$ cat src/rtl/bundle_fetch_buffer.sv
// Sequential bundle fetch: issues I-cache requests, reserves an entry per grant,
// fills entries from epoch-tagged in-order responses and presents the head bundle.
module bundle_fetch_buffer #(
    parameter int unsigned   DEPTH  = 4,
    parameter int unsigned   AW     = 32,
    parameter int unsigned   BW     = 128,
    parameter int unsigned   EPW    = 2,
    parameter logic [AW-1:0] RST_IP = AW'(32'hFFFC_0000)
) (
    input  logic                     clk,
    input  logic                     rst,
    input  logic                     redirect,
    input  logic [AW-1:0]            redirect_ip,
    output logic                     ic_req,
    output logic [AW-1:0]            ic_req_addr,
    output logic [EPW-1:0]           ic_req_epoch,
    input  logic                     ic_gnt,
    input  logic                     ic_rsp_valid,
    input  logic [EPW-1:0]           ic_rsp_epoch,
    input  logic [BW-1:0]            ic_rsp_bundle,
    input  logic                     nextb,
    output logic                     phit,
    output logic [BW-1:0]            bundle,
    output logic [AW-1:0]            bundle_ip,
    output logic [2:0]               ip_mask,
    output logic [$clog2(DEPTH):0]   occ
);

    localparam int unsigned PW = $clog2(DEPTH);
    localparam int unsigned OW = PW + 1;

    logic [AW-1:0]  pc;
    logic [OW-1:0]  rp;
    logic [OW-1:0]  fp;
    logic [OW-1:0]  wp;
    logic [EPW-1:0] epoch;
    logic [DEPTH-1:0] filled;

    logic [AW-1:0] ent_ip   [DEPTH];
    logic [2:0]    ent_mask [DEPTH];
    logic [BW-1:0] ent_data [DEPTH];

    logic [PW-1:0] rp_idx;
    logic [PW-1:0] fp_idx;
    logic [PW-1:0] wp_idx;
    logic          alloc_c;
    logic          fill_c;
    logic          pop_c;
    logic [2:0]    alloc_mask_c;

    assign rp_idx = rp[PW-1:0];
    assign fp_idx = fp[PW-1:0];
    assign wp_idx = wp[PW-1:0];

    // Request side uses registered occupancy, so a pop never frees a slot in the same cycle.
    assign occ          = wp - rp;
    assign ic_req       = !rst && !redirect && (occ < OW'(DEPTH));
    assign ic_req_addr  = {pc[AW-1:4], 4'b0000};
    assign ic_req_epoch = epoch;

    assign alloc_c = ic_req && ic_gnt;
    assign fill_c  = !redirect && ic_rsp_valid && (ic_rsp_epoch == epoch) && (fp != wp);
    assign phit    = filled[rp_idx] && (rp != fp);
    assign pop_c   = !redirect && nextb && phit;

    assign bundle    = ent_data[rp_idx];
    assign bundle_ip = ent_ip[rp_idx];
    assign ip_mask   = ent_mask[rp_idx];

    // Valid-slot mask for the bundle at pc; slot 3 start yields an empty but poppable entry.
    always_comb begin
        alloc_mask_c = 3'b000;
        case (pc[3:2])
            2'd0:    alloc_mask_c = 3'b111;
            2'd1:    alloc_mask_c = 3'b011;
            2'd2:    alloc_mask_c = 3'b001;
            default: alloc_mask_c = 3'b000;
        endcase
    end

    // Pointer, epoch and entry state; redirect discards everything and bumps the epoch.
    always_ff @(posedge clk) begin
        if (rst) begin
            pc     <= RST_IP;
            rp     <= '0;
            fp     <= '0;
            wp     <= '0;
            epoch  <= '0;
            filled <= '0;
            for (int unsigned i = 0; i < DEPTH; i++) begin
                ent_ip[PW'(i)]   <= '0;
                ent_mask[PW'(i)] <= '0;
                ent_data[PW'(i)] <= '0;
            end
        end else if (redirect) begin
            pc     <= redirect_ip;
            rp     <= '0;
            fp     <= '0;
            wp     <= '0;
            filled <= '0;
            epoch  <= epoch + EPW'(1);
        end else begin
            if (alloc_c) begin
                ent_ip[wp_idx]   <= pc;
                ent_mask[wp_idx] <= alloc_mask_c;
                filled[wp_idx]   <= 1'b0;
                wp               <= wp + OW'(1);
                pc               <= {pc[AW-1:4] + (AW-4)'(1), 4'b0000};
            end
            if (fill_c) begin
                ent_data[fp_idx] <= ic_rsp_bundle;
                filled[fp_idx]   <= 1'b1;
                fp               <= fp + OW'(1);
            end
            if (pop_c) begin
                filled[rp_idx] <= 1'b0;
                rp             <= rp + OW'(1);
            end
        end
    end

endmodule

$ cat config.mk
export PLATFORM = sky130hd
export DESIGN_NAME = bundle_fetch_buffer
export DESIGN_NICKNAME = d
export VERILOG_FILES = /design/src/rtl/bundle_fetch_buffer.sv
export SDC_FILE = /design/constraint.sdc
export NUM_CORES = 1
export LEC_CHECK = 0
export ABC_AREA = 1
export CAP_MARGIN = 20
export CORE_MARGIN = 4
export CORE_UTILIZATION = 36
export CTS_CLUSTER_SIZE = 30
export DETAILED_ROUTE_END_ITERATION = 10
export MAX_ROUTING_LAYER = met4
export PLACE_DENSITY = 0.56
export SLEW_MARGIN = 40
export SYNTH_ARGS = -nofsm -noshare
export SYNTH_HDL_FRONTEND = slang
export SYNTH_SLANG_ARGS = --single-unit
export TNS_END_PERCENT = 1
$ cat constraint.sdc
create_clock -name clk -period 15.65 [get_ports clk]
set_input_delay 3.13 -clock clk [delete_from_list [all_inputs] [get_ports clk]]
set_output_delay 3.13 -clock clk [all_outputs]
set_load 0.1 [all_outputs]
==> impl_metrics.json <==
{
  "numCtsBuffers": 79,
  "setup.worst_path.end": "ic_req",
  "worstMarginPinSlew_ps": 841,
  "ioPinCount": 370,
  "cts_root_buf": "clkbuf_16",
  "ys_seq_area_share_pct": 66.4,
  "r2r-end": "ent_ip[0][8]$_SDFFCE_PN0P_",
  "htree_num_levels": 3,
  "clock_sinks": 701,
  "layout_min_cycle_time_ps": 7980,
  "peakVddDrop_v": 0.0000760,
  "final_cells": 4469,
  "cap_violations": 0,
  "postRouteAntennaNets": 0,
  "routed.top_layer": "met4",
  "design_area_um2": 36900,
  "async_flop_share_pct": 0,
  "maxSlewHeadroom_pct": 43.9,
  "dieArea_um2": 90800,
  "synth_area_leaders": "edfxtp_1 63%, nor2_1 11%, o21ai_0 5.6%",
  "cp.arrival_ps": 4850,
  "crit_fanout": 38,
  "gp_congestion": 0.823,
  "routed_wl_um": 90300,
  "r2r_setup_slack_ps": 11660,
  "crit_chain": "clkdlybuf4s50_1 -> buf_4 -> nor2_2 -> nand3_2 -> inv_1 -> buf_2",
  "avgSynthCellArea_um2": 10.3,
  "post_cts_buffers": 0,
  "crit_buf_inv": 4,
  "ctsResizeCount": 0,
  "place_area_um2": 34400,
  "max_freq_mhz": 125,
  "cp-end-kind": "primary output",
  "max_stage_delay_ps": 420,
  "first_global_vias": 22000,
  "synth_top_area_cell": "edfxtp_1",
  "fp-row-count": 107,
  "hold_buffers": 0,
  "fin_setup_tns_ps": 0,
  "routedWlPerCell_um": 20.2,
  "die_y_um": 301,
  "remaining_drc_errors": 0,
  "ys_warn_count": 0,
  "crit_required_ps": 12520,
  "wl_met1_um": 39500,
  "r2r_start": "wp[0]$_SDFFE_PP0N_",
  "synth_edf_count": 652,
  "core_um2": 85300,
  "mostFrequentLayoutCell": "nor2_1",
  "netlist_instances": 3017,
  "startpoint": "redirect",
  "start_util_pct": 36.3,
  "initialDrtViolationCount": 1622,
  "syn2layout_area_growth_pct": 19.2,
  "dr_total_vias": 22700,
  "reg2reg_depth": 13,
  "drive_gt1_share_pct": 11.4,
  "path_delay_family": "buffers and inverters",
  "grt_max_degree": 161,
  "start_kind": "primary input",
  "final_nets": 3441,
  "ys_ff_latch": 701,
  "grt_pass1_wl_um": 135000,
  "synth_top_area_share_pct": 63.2,
  "clk_pin_slew_worst_paths_ps": 60,
  "synth_flop_cell": "edfxtp_1",
  "dp.cells": 4320,
  "status": "complete, no violations",
  "filler_cell_count": 8332,
  "hold_path_class": "reg -> reg",
  "slew_violations": 0,
  "power_density_nw_per_um2": 116,
  "cts_buffer_depth": 3,
  "clock_insertion_delay_worst_skew_ps": 630,
  "hold_viol_final": 0,
  "overflow": 0,
  "crit_slowest_cell": "nor2_2",
  "finalSetupViolations": 0,
  "antenna_found_initial": 3,
  "die_x_um": 301,
  "post-dp-hpwl_um": 50800,
  "wl_met2_um": 42900,
  "io_buffers": 365,
  "synth_area_um2": 31000,
  "fin_worst_skew_ps": 26.3,
  "tritoncts": "done",
  "grtUsageTotal_pct": 19.9,
  "rsz0062_at_grt": "no",
  "p_leak_nw": 14.5,
  "ys_types": 30,
  "dr.pass1.iters": 5,
  "crit_type": "in -> out",
  "crit_cells": 6,
  "vias_per_cell": 5.08,
  "period_share_pct": 51.0,
  "wl_met3_um": 5370,
  "layout_common_cells": "886 x nor2_1, 652 x edfxtp_1, 343 x o21ai_0"
}
[cells in the mapped netlist, types with 3 or more instances]
cell,n
clkbuf_1,118
o21ai_0,344
o22ai_1,163
nand2_1,174
nor3_1,126
a21oi_1,44
buf_4,34
nand3_1,66
o211ai_1,4
inv_1,204
nor3_2,9
buf_1,13
edfxtp_1,652
nand2_2,3
dfxtp_1,49
nand4_1,12
nor2_1,886
buf_2,74
nor2_2,3
xnor2_1,7
xor2_1,8
ha_1,14
[registers in the layout, indices dropped and copies added (netlist names), named ones only]
signal / count
rp: 3
pc: 32
fp: 3
ent_ip: 128
filled: 4
ent_mask: 12
ent_data: 512
wp: 3
ic_req_epoch: 2
[cell type report]
cell class              instances  area (um^2)  area share [%]
multi-input cells            1872         8610            23.3
clock buffers                  99         2090            5.67
inverters                     206          803            2.18
diodes                          4         10.0          0.0271
well taps                    1144         1430            3.88
clock inverters                45          375            1.02
flip-flops and latches        701        20600            55.7
repair buffers                398         3020            8.18
[how the worst min path moves through the flow]
stage / start / end / slack (ps) / cells past startpoint
global route: filled[2]$_SDFF_PP0_ / filled[2]$_SDFF_PP0_ / 490 / 2
global placement: filled[2]$_SDFF_PP0_ / filled[2]$_SDFF_PP0_ / 450 / 2
CTS: filled[2]$_SDFF_PP0_ / filled[2]$_SDFF_PP0_ / 460 / 2
detailed placement: filled[2]$_SDFF_PP0_ / filled[2]$_SDFF_PP0_ / 450 / 2
finish: filled[2]$_SDFF_PP0_ / filled[2]$_SDFF_PP0_ / 460 / 2
floorplan: filled[0]$_SDFF_PP0_ / filled[0]$_SDFF_PP0_ / 430 / 2
[layer usage]
metal | vias to the layer above | GRT usage [%]
met1 | 11100 | 26.2
met2 | 650 | 31.8
li1 | 10800 | -
met5 | - | -
met3 | 135 | 3.16
met4 | 0 | 6.30
[stage by stage]
| step | utilization (%) | power, mW | hold WS [ps] | setup WS, ps |
|---|---|---|---|---|
| floorplan | - | 2.46 | 434 | 2350 |
| global placement | 41.4 | 2.60 | 452 | 6960 |
| detailed placement | 40.3 | 2.58 | 454 | 7650 |
| CTS | 43.2 | 4.35 | 463 | 7650 |
| global route | 43.3 | 4.45 | 491 | 7550 |
| finish | 43.3 | 4.30 | 459 | 7670 |
[worst reg2reg max path, delay by kind of cell, from the launching register on]
family        cells  cell delay [ps]
flops             1              500
simple gates      8             1630
fa+ha+maj         2              670
buf+inv           3              820
[cell families (layout without fill, tap and decap cells)]
logic type	Yosys count	in the layout	share of synthesized area, %
DFF	701	701	66.4
AOI/OAI and AO/OA	556	556	9.69
xor gates and xnor gates	15	15	0.424
and+or+nand+nor	1282	1282	16.7
other	1	8	0.0121
buffers and inverters	447	748	6.14
adders and majority gates	15	15	0.630
[power breakdown]
| part | internal [mW] | switching (mW) |
|---|---|---|
| clock network | 0.992 | 0.770 |
| registers | 2.11 | 0.0249 |
| logic | 0.0801 | 0.317 |
No activity file was read; power rests on OpenSTA's default activity.
